**src/rtl/pipeline_pkg.sv**
```systemverilog
// Shared constants and stage bundle types for the front-end
// pipeline registers.
package pipeline_pkg;

    localparam int DW = 32;
    localparam int RW = 5;
    localparam int CW = 8;

    localparam logic [DW-1:0] NOP_INSTR = 32'h0000_0013;
    localparam int CTRL_MEMREAD_BIT = 0;

    typedef struct packed {
        logic [DW-1:0] instr;
        logic [DW-1:0] pc;
        logic          valid;
    } if_id_t;

    typedef struct packed {
        logic [CW-1:0] ctrl;
        logic [RW-1:0] rs1;
        logic [RW-1:0] rs2;
        logic [RW-1:0] rd;
        logic [DW-1:0] pc;
        logic          valid;
    } id_ex_t;

endpackage

```
**src/rtl/pipeline_stage_ctrl_if.sv**
```systemverilog
// Hazard-control and stage-register bundle for pipeline_stage_ctrl.
// Stall_Count exists only when STALL_COUNTER_EN is defined.
interface pipeline_stage_ctrl_if #(
    parameter int DATA_WIDTH = 32,
    parameter int REG_WIDTH  = 5,
    parameter int CTRL_WIDTH = 8,
    parameter int CNT_WIDTH  = 16
);
    logic                  PCWrite;
    logic                  IDWrite;
    logic                  Stall;
    logic                  Flush;
    logic [DATA_WIDTH-1:0] PC_Next;
    logic [DATA_WIDTH-1:0] F_Instr;
    logic [CTRL_WIDTH-1:0] D_Ctrl;
    logic [REG_WIDTH-1:0]  D_Rs1;
    logic [REG_WIDTH-1:0]  D_Rs2;
    logic [REG_WIDTH-1:0]  D_Rd;

    logic [DATA_WIDTH-1:0] PC;
    logic [DATA_WIDTH-1:0] D_Instr;
    logic [DATA_WIDTH-1:0] D_PC;
    logic                  D_Valid;
    logic [CTRL_WIDTH-1:0] E_Ctrl;
    logic [REG_WIDTH-1:0]  E_Rs1;
    logic [REG_WIDTH-1:0]  E_Rs2;
    logic [REG_WIDTH-1:0]  E_Rd;
    logic [DATA_WIDTH-1:0] E_PC;
    logic                  E_Valid;
    logic                  E_MemRead;
`ifdef STALL_COUNTER_EN
    logic [CNT_WIDTH-1:0]  Stall_Count;
`endif

    modport master (
        output PCWrite, IDWrite, Stall, Flush,
        output PC_Next, F_Instr,
        output D_Ctrl, D_Rs1, D_Rs2, D_Rd,
        input  PC, D_Instr, D_PC, D_Valid,
        input  E_Ctrl, E_Rs1, E_Rs2, E_Rd,
        input  E_PC, E_Valid, E_MemRead
`ifdef STALL_COUNTER_EN
        , input Stall_Count
`endif
    );

    modport slave (
        input  PCWrite, IDWrite, Stall, Flush,
        input  PC_Next, F_Instr,
        input  D_Ctrl, D_Rs1, D_Rs2, D_Rd,
        output PC, D_Instr, D_PC, D_Valid,
        output E_Ctrl, E_Rs1, E_Rs2, E_Rd,
        output E_PC, E_Valid, E_MemRead
`ifdef STALL_COUNTER_EN
        , output Stall_Count
`endif
    );

endinterface

```
**src/rtl/pipeline_stage_ctrl_pipe_reg.sv**
```systemverilog
// Generic enable/clear register; clear and reset both load RESET_VAL,
// clear taking priority over enable.
module pipe_reg #(
    parameter int               WIDTH     = 1,
    parameter logic [WIDTH-1:0] RESET_VAL = '0
) (
    input  logic             clk,
    input  logic             rst_n,
    input  logic             en,
    input  logic             clr,
    input  logic [WIDTH-1:0] d,
    output logic [WIDTH-1:0] q
);

    always_ff @(posedge clk or negedge rst_n) begin
        if (!rst_n) begin
            q <= RESET_VAL;
        end else if (clr) begin
            q <= RESET_VAL;
        end else if (en) begin
            q <= d;
        end
    end

endmodule

```
**src/rtl/pipeline_stage_ctrl.sv**
```systemverilog
// PC, IF/ID and ID/EX registers with hold, bubble and flush control.
// Define STALL_COUNTER_EN to add the saturating Stall_Count output.
module pipeline_stage_ctrl
    import pipeline_pkg::*;
#(
    parameter int                   DATA_WIDTH = DW,
    parameter int                   REG_WIDTH  = RW,
    parameter int                   CTRL_WIDTH = CW,
    parameter logic [DATA_WIDTH-1:0] RESET_PC  = 32'h0040_0000,
    parameter int                   CNT_WIDTH  = 16
) (
    input logic clk,
    input logic rst_n,
    pipeline_stage_ctrl_if.slave bus
);

    localparam if_id_t IF_ID_RST = '{
        instr: NOP_INSTR, pc: '0, valid: 1'b0
    };

    logic [DATA_WIDTH-1:0] pc_q;
    if_id_t                if_id_d, if_id_q;
    id_ex_t                id_ex_d, id_ex_q;

    pipe_reg #(
        .WIDTH     (DATA_WIDTH),
        .RESET_VAL (RESET_PC)
    ) u_pc (
        .clk   (clk),
        .rst_n (rst_n),
        .en    (bus.Flush | bus.PCWrite),
        .clr   (1'b0),
        .d     (bus.PC_Next),
        .q     (pc_q)
    );

    always_comb begin
        if_id_d       = IF_ID_RST;
        if_id_d.instr = bus.F_Instr;
        if_id_d.pc    = pc_q;
        if_id_d.valid = 1'b1;
    end

    // Flush clears to the reset image: NOP, invalid, PC don't-care.
    pipe_reg #(
        .WIDTH     ($bits(if_id_t)),
        .RESET_VAL (IF_ID_RST)
    ) u_if_id (
        .clk   (clk),
        .rst_n (rst_n),
        .en    (bus.IDWrite),
        .clr   (bus.Flush),
        .d     (if_id_d),
        .q     (if_id_q)
    );

    always_comb begin
        id_ex_d       = '0;
        id_ex_d.ctrl  = if_id_q.valid ? bus.D_Ctrl : '0;
        id_ex_d.rs1   = bus.D_Rs1;
        id_ex_d.rs2   = bus.D_Rs2;
        id_ex_d.rd    = bus.D_Rd;
        id_ex_d.pc    = if_id_q.pc;
        id_ex_d.valid = if_id_q.valid;
    end

    pipe_reg #(
        .WIDTH     ($bits(id_ex_t)),
        .RESET_VAL ('0)
    ) u_id_ex (
        .clk   (clk),
        .rst_n (rst_n),
        .en    (1'b1),
        .clr   (bus.Flush | bus.Stall),
        .d     (id_ex_d),
        .q     (id_ex_q)
    );

    assign bus.PC        = pc_q;
    assign bus.D_Instr   = if_id_q.instr;
    assign bus.D_PC      = if_id_q.pc;
    assign bus.D_Valid   = if_id_q.valid;
    assign bus.E_Ctrl    = id_ex_q.ctrl;
    assign bus.E_Rs1     = id_ex_q.rs1;
    assign bus.E_Rs2     = id_ex_q.rs2;
    assign bus.E_Rd      = id_ex_q.rd;
    assign bus.E_PC      = id_ex_q.pc;
    assign bus.E_Valid   = id_ex_q.valid;
    assign bus.E_MemRead =
        id_ex_q.ctrl[CTRL_MEMREAD_BIT] & id_ex_q.valid;

`ifdef STALL_COUNTER_EN
    logic [CNT_WIDTH-1:0] stall_cnt;

    always_ff @(posedge clk or negedge rst_n) begin
        if (!rst_n) begin
            stall_cnt <= '0;
        end else if (bus.Stall && !bus.Flush && !(&stall_cnt)) begin
            stall_cnt <= stall_cnt + 1'b1;
        end
    end

    assign bus.Stall_Count = stall_cnt;
`endif

endmodule
```
**src/flat_wrapper.sv**
```systemverilog
// flat-port wrapper written by rule: the top's interface ports become plain ports
module pipeline_stage_ctrl_flat import pipeline_pkg::*;
#(
    parameter int                   DATA_WIDTH = DW,
    parameter int                   REG_WIDTH  = RW,
    parameter int                   CTRL_WIDTH = CW,
    parameter logic [DATA_WIDTH-1:0] RESET_PC  = 32'h0040_0000,
    parameter int                   CNT_WIDTH  = 16
)
  (clk, rst_n, bus_PCWrite, bus_IDWrite, bus_Stall, bus_Flush, bus_PC_Next, bus_F_Instr, bus_D_Ctrl, bus_D_Rs1, bus_D_Rs2, bus_D_Rd, bus_PC, bus_D_Instr, bus_D_PC, bus_D_Valid, bus_E_Ctrl, bus_E_Rs1, bus_E_Rs2, bus_E_Rd, bus_E_PC, bus_E_Valid, bus_E_MemRead);
  pipeline_stage_ctrl_if #(.DATA_WIDTH(DATA_WIDTH), .REG_WIDTH(REG_WIDTH), .CTRL_WIDTH(CTRL_WIDTH), .CNT_WIDTH(CNT_WIDTH)) bus_i ();
  input logic clk;
  input logic rst_n;
  input wire logic [$bits(bus_i.PCWrite)-1:0] bus_PCWrite;
  input wire logic [$bits(bus_i.IDWrite)-1:0] bus_IDWrite;
  input wire logic [$bits(bus_i.Stall)-1:0] bus_Stall;
  input wire logic [$bits(bus_i.Flush)-1:0] bus_Flush;
  input wire logic [$bits(bus_i.PC_Next)-1:0] bus_PC_Next;
  input wire logic [$bits(bus_i.F_Instr)-1:0] bus_F_Instr;
  input wire logic [$bits(bus_i.D_Ctrl)-1:0] bus_D_Ctrl;
  input wire logic [$bits(bus_i.D_Rs1)-1:0] bus_D_Rs1;
  input wire logic [$bits(bus_i.D_Rs2)-1:0] bus_D_Rs2;
  input wire logic [$bits(bus_i.D_Rd)-1:0] bus_D_Rd;
  output wire logic [$bits(bus_i.PC)-1:0] bus_PC;
  output wire logic [$bits(bus_i.D_Instr)-1:0] bus_D_Instr;
  output wire logic [$bits(bus_i.D_PC)-1:0] bus_D_PC;
  output wire logic [$bits(bus_i.D_Valid)-1:0] bus_D_Valid;
  output wire logic [$bits(bus_i.E_Ctrl)-1:0] bus_E_Ctrl;
  output wire logic [$bits(bus_i.E_Rs1)-1:0] bus_E_Rs1;
  output wire logic [$bits(bus_i.E_Rs2)-1:0] bus_E_Rs2;
  output wire logic [$bits(bus_i.E_Rd)-1:0] bus_E_Rd;
  output wire logic [$bits(bus_i.E_PC)-1:0] bus_E_PC;
  output wire logic [$bits(bus_i.E_Valid)-1:0] bus_E_Valid;
  output wire logic [$bits(bus_i.E_MemRead)-1:0] bus_E_MemRead;
  assign bus_i.PCWrite = bus_PCWrite;
  assign bus_i.IDWrite = bus_IDWrite;
  assign bus_i.Stall = bus_Stall;
  assign bus_i.Flush = bus_Flush;
  assign bus_i.PC_Next = bus_PC_Next;
  assign bus_i.F_Instr = bus_F_Instr;
  assign bus_i.D_Ctrl = bus_D_Ctrl;
  assign bus_i.D_Rs1 = bus_D_Rs1;
  assign bus_i.D_Rs2 = bus_D_Rs2;
  assign bus_i.D_Rd = bus_D_Rd;
  assign bus_PC = bus_i.PC;
  assign bus_D_Instr = bus_i.D_Instr;
  assign bus_D_PC = bus_i.D_PC;
  assign bus_D_Valid = bus_i.D_Valid;
  assign bus_E_Ctrl = bus_i.E_Ctrl;
  assign bus_E_Rs1 = bus_i.E_Rs1;
  assign bus_E_Rs2 = bus_i.E_Rs2;
  assign bus_E_Rd = bus_i.E_Rd;
  assign bus_E_PC = bus_i.E_PC;
  assign bus_E_Valid = bus_i.E_Valid;
  assign bus_E_MemRead = bus_i.E_MemRead;
  pipeline_stage_ctrl #(.DATA_WIDTH(DATA_WIDTH), .REG_WIDTH(REG_WIDTH), .CTRL_WIDTH(CTRL_WIDTH), .RESET_PC(RESET_PC), .CNT_WIDTH(CNT_WIDTH)) u_core (.clk(clk), .rst_n(rst_n), .bus(bus_i));
endmodule
```
**config.mk**
```make
export PLATFORM = sky130hd
export DESIGN_NAME = pipeline_stage_ctrl_flat
export DESIGN_NICKNAME = d
export VERILOG_FILES = /design/src/rtl/pipeline_pkg.sv /design/src/rtl/pipeline_stage_ctrl_if.sv /design/src/rtl/pipeline_stage_ctrl_pipe_reg.sv /design/src/rtl/pipeline_stage_ctrl.sv /design/src/flat_wrapper.sv
export SDC_FILE = /design/constraint.sdc
export NUM_CORES = 1
export LEC_CHECK = 0
export ABC_CLOCK_PERIOD_IN_PS = 1900
export CAP_MARGIN = 10
export CORE_MARGIN = 5
export CORE_UTILIZATION = 45
export CTS_BUF_LIST = sky130_fd_sc_hd__clkbuf_16
export DETAILED_ROUTE_END_ITERATION = 8
export PLACE_DENSITY = 0.92
export SYNTH_ARGS = -nofsm -noshare
export SYNTH_HDL_FRONTEND = slang
export SYNTH_SLANG_ARGS = --single-unit
```
**constraint.sdc**
```tcl
create_clock -name clk -period 1.9 [get_ports clk]
set_clock_uncertainty 0.15 [all_clocks]
set_input_delay 0.285 -clock clk [delete_from_list [all_inputs] [get_ports clk]]
set_output_delay 0.285 -clock clk [all_outputs]
set_load 0.02 [all_outputs]
```
==> flow_metrics.env <==
export IMPL_yosysUniqueCellTypes=15
export IMPL_grt_pass1_vias=4481
export IMPL_worst_ep_arrival_time_ps=1440
export IMPL_drc=0
export IMPL_final_hold_viol_count=0
export IMPL_worst_path_max_delay_cell="sky130_fd_sc_hd__clkdlybuf4s50_1"
export IMPL_min_hold_slack_ps=213
export IMPL_insertion_delay_ps=420
export IMPL_place_worst_setup_slack_ps=-167
export IMPL_drive_gt1_frac=0.0798
export IMPL_clock_tree_buffer_depth=2
export IMPL_max_freq_ghz=0.535
export IMPL_worstSetupStartpointType="flop"
export IMPL_detailedPlacementHpwl_um=11200
export IMPL_die_area_um2=14700
export IMPL_critical_path_required_ps=1460
export IMPL_cts_made_buffers=17
export IMPL_synth_seq_area_share=0.686
export IMPL_grt_total_usage=0.220
export IMPL_mappedNetlistArea_um2=5590
export IMPL_outcome="completed"
export IMPL_area_added_between_synthesis_and_finish_pct=58.9
export IMPL_postPlaceCellArea_um2=8290
export IMPL_cts_tree="built"
export IMPL_vias=3992
export IMPL_postCtsSetupRepairBufs=0
export IMPL_share_clk_of_total_power=0.392
export IMPL_worst_r2r_cell_count=2
export IMPL_p_comb_frac=0.154
export IMPL_power_density_nw_per_um2=884
export IMPL_clockRootBuffer="sky130_fd_sc_hd__clkbuf_16"
export IMPL_grt_max_degree=42
export IMPL_nets=744
export IMPL_tritoncts_num_sinks=153
export IMPL_internal_power_mw=5.83
export IMPL_path_type_of_the_worst_setup_path="flop to output port"
export IMPL_mostFrequentLayoutCell="sky130_fd_sc_hd__clkdlybuf4s50_1"
export IMPL_globalplace_congestion=0.777
export IMPL_reg2reg_setup_slack_ps=700
export IMPL_seq_power_share=0.454
export IMPL_grt_ovfl_total=0
export IMPL_tightest_slew_ps=860
export IMPL_antenna_found_initial=0
export IMPL_crit_reg2reg_capture="u_core.u_id_ex.q[49]"
export IMPL_drt_antenna_violating_nets=0
export IMPL_totalWireLength_um=15800
export IMPL_timing_critical_path_max_delay_family="buffers and inverters"
export IMPL_total_of_fill_cells_in_the_finished_design=807
export IMPL_design_power_total_mw=7.84
export IMPL_critical_path_max_fanout=3
export IMPL_post_layout_instance_area_um2=8870
export IMPL_viasPerCell=4.80
export IMPL_setup_worst_path_end_class="output port"
export IMPL_path_cells="clkdlybuf4s50_1"
export IMPL_num_antenna_cells=0
export IMPL_layout_common_cells="216 x sky130_fd_sc_hd__clkdlybuf4s50_1, 149 x sky130_fd_sc_hd__dfrtp_1, 63 x sky130_fd_sc_hd__nor2_1, 61 x sky130_fd_sc_hd__mux2i_1, 56 x sky130_fd_sc_hd__and2_1"
export IMPL_critical_path_max_stage_delay_ps=640
export IMPL_yosys_register_bits=153
export IMPL_sw_frac_of_total=0.256
export IMPL_dpl_cell_count=799
export IMPL_finalMaxSlewViolations=0
export IMPL_row_count=40
export IMPL_holdCritPathClass="input port to asynchronous set/reset pin"
export IMPL_clkSlewWorstSetupHoldPaths_ps=60
export IMPL_grt_setup_unrepaired="false"
export IMPL_min_period_over_period=0.984
export IMPL_setup_violations_final=0
export IMPL_power_switching_mw=2.01
export IMPL_synth_fp_nets=490
export IMPL_layout_setup_ws_ps=29.6
export IMPL_syn_avg_cell_area_um2=14.1
export IMPL_dr_first_iter_drc_count=296
export IMPL_drv_max_cap_violation_count=0
export IMPL_routed_wire_length_per_instance_um=18.9
export IMPL_detailedRoute_firstPassIterationCount=4
export IMPL_synthesis_instances=397
export IMPL_numPortBuffers=246
export IMPL_wire_length_of_the_first_global_routing_pass_um=24700
export IMPL_worst_r2r_startpoint="u_core.u_if_id.q[0]"
export IMPL_io_pin_count=247
export IMPL_fp_coreArea_um2=12100
export IMPL_finalNonFillerCells=832
export IMPL_die_w_um=121
export IMPL_initial_utilization=0.461
export IMPL_critPathBufInv=1
export IMPL_vdd_ir_drop_worst_v=0.000699
export IMPL_static_leakage_power_nw=4.28
export IMPL_synth_yosys_warnings=0
export IMPL_maxSlewHeadroom=0.426
export IMPL_ctsHtreeMaxLevel=4
export IMPL_min_period_ps=1870
export IMPL_floorplan_die_height_um=121
==> logic make-up (layout without fill, tap and decap cells) <==
logic type,Yosys count,after routing,synth area share
muxes,93,93,0.174
and+or+nand+nor,125,125,0.112
buffers and inverters,23,290,0.0226
DFF,153,153,0.686
AOI/OAI and AO/OA,3,3,0.00471
==> flip-flops by register name (all words and copies together) (netlist names) <==
signal            cells
u_core.u_pc.q        32
u_core.u_if_id.q     65
u_core.u_id_ex.q     56
==> synthesized netlist by cell type <==
master                       n  area (µm²)
sky130_fd_sc_hd__dfrtp_1   149        3730
sky130_fd_sc_hd__nor2_1     64         240
sky130_fd_sc_hd__mux2i_1    61         611
sky130_fd_sc_hd__and2_1     56         350
sky130_fd_sc_hd__mux2_1     30         338
sky130_fd_sc_hd__buf_4       9        67.6
sky130_fd_sc_hd__clkbuf_1    6        22.5
sky130_fd_sc_hd__buf_2       5        25.0
sky130_fd_sc_hd__dfstp_2     4         105
sky130_fd_sc_hd__a211o_1     3        26.3
sky130_fd_sc_hd__buf_1       3        11.3
sky130_fd_sc_hd__nor2b_1     3        18.8
sky130_fd_sc_hd__mux2_2      2        22.5
sky130_fd_sc_hd__nor2_2      1        6.26
sky130_fd_sc_hd__nor3b_2     1        12.5
==> area by class of cell <==
cell class,count,area [µm²],area share
Sequential cell,153,3830,0.432
Timing Repair Buffer,258,2660,0.300
Multi-Input combinational cell,221,1630,0.184
Clock buffer,17,425,0.0479
Tap cell,168,210,0.0237
Clock inverter,15,111,0.0125
==> power by group through the flow <==
stage / registers (mW) / logic [mW] / clock network (mW)
floorplan: 3.82 / 0.275 / 0
global placement: 3.60 / 1.20 / 0
detailed placement: 3.62 / 1.23 / 0
CTS: 3.56 / 1.24 / 3.12
global route: 3.58 / 1.29 / 3.27
finish: 3.56 / 1.21 / 3.07
==> per-stage QoR <==
step	TNS, ps	util
after floorplan	0	-
after global placement	-1990	0.685
after detailed placement	-3700	0.685
after CTS	0	0.729
after global routing	0	0.733
final	0	0.733
==> worst max-delay path by stage <==
stage                 startpoint                    to  depth (start not counted)
2_1_floorplan        bus_IDWrite  u_core.u_if_id.q[21]                          5
3_3_place_gp           bus_Stall   u_core.u_id_ex.q[7]                          4
3_5_place_dp           bus_Stall  u_core.u_id_ex.q[22]                          4
4_1_cts         u_core.u_pc.q[1]             bus_PC[1]                          1
5_1_grt        u_core.u_pc.q[21]            bus_PC[21]                          1
6_report       u_core.u_pc.q[19]            bus_PC[19]                          1
==> per-layer routing <==
metal	vias up	global-route usage	part of all wire	wire [µm]
li1	1801	-	-	-
met1	1984	0.239	0.36	5700
met2	177	0.388	0.53	8270
met3	30	0.0807	0.087	1370
met4	0	0.0903	0.026	405
met5	-	0	0	0
==> timing repair <==
action | CTS | global route
cloned | 0 | 0
gates resized for setup | 8 | 19
setup endpoints to repair | 8 | 19
hold endpoints to repair | 36 | 0
hold buffers | 1 | 0
(Power assumes the default switching activity.)
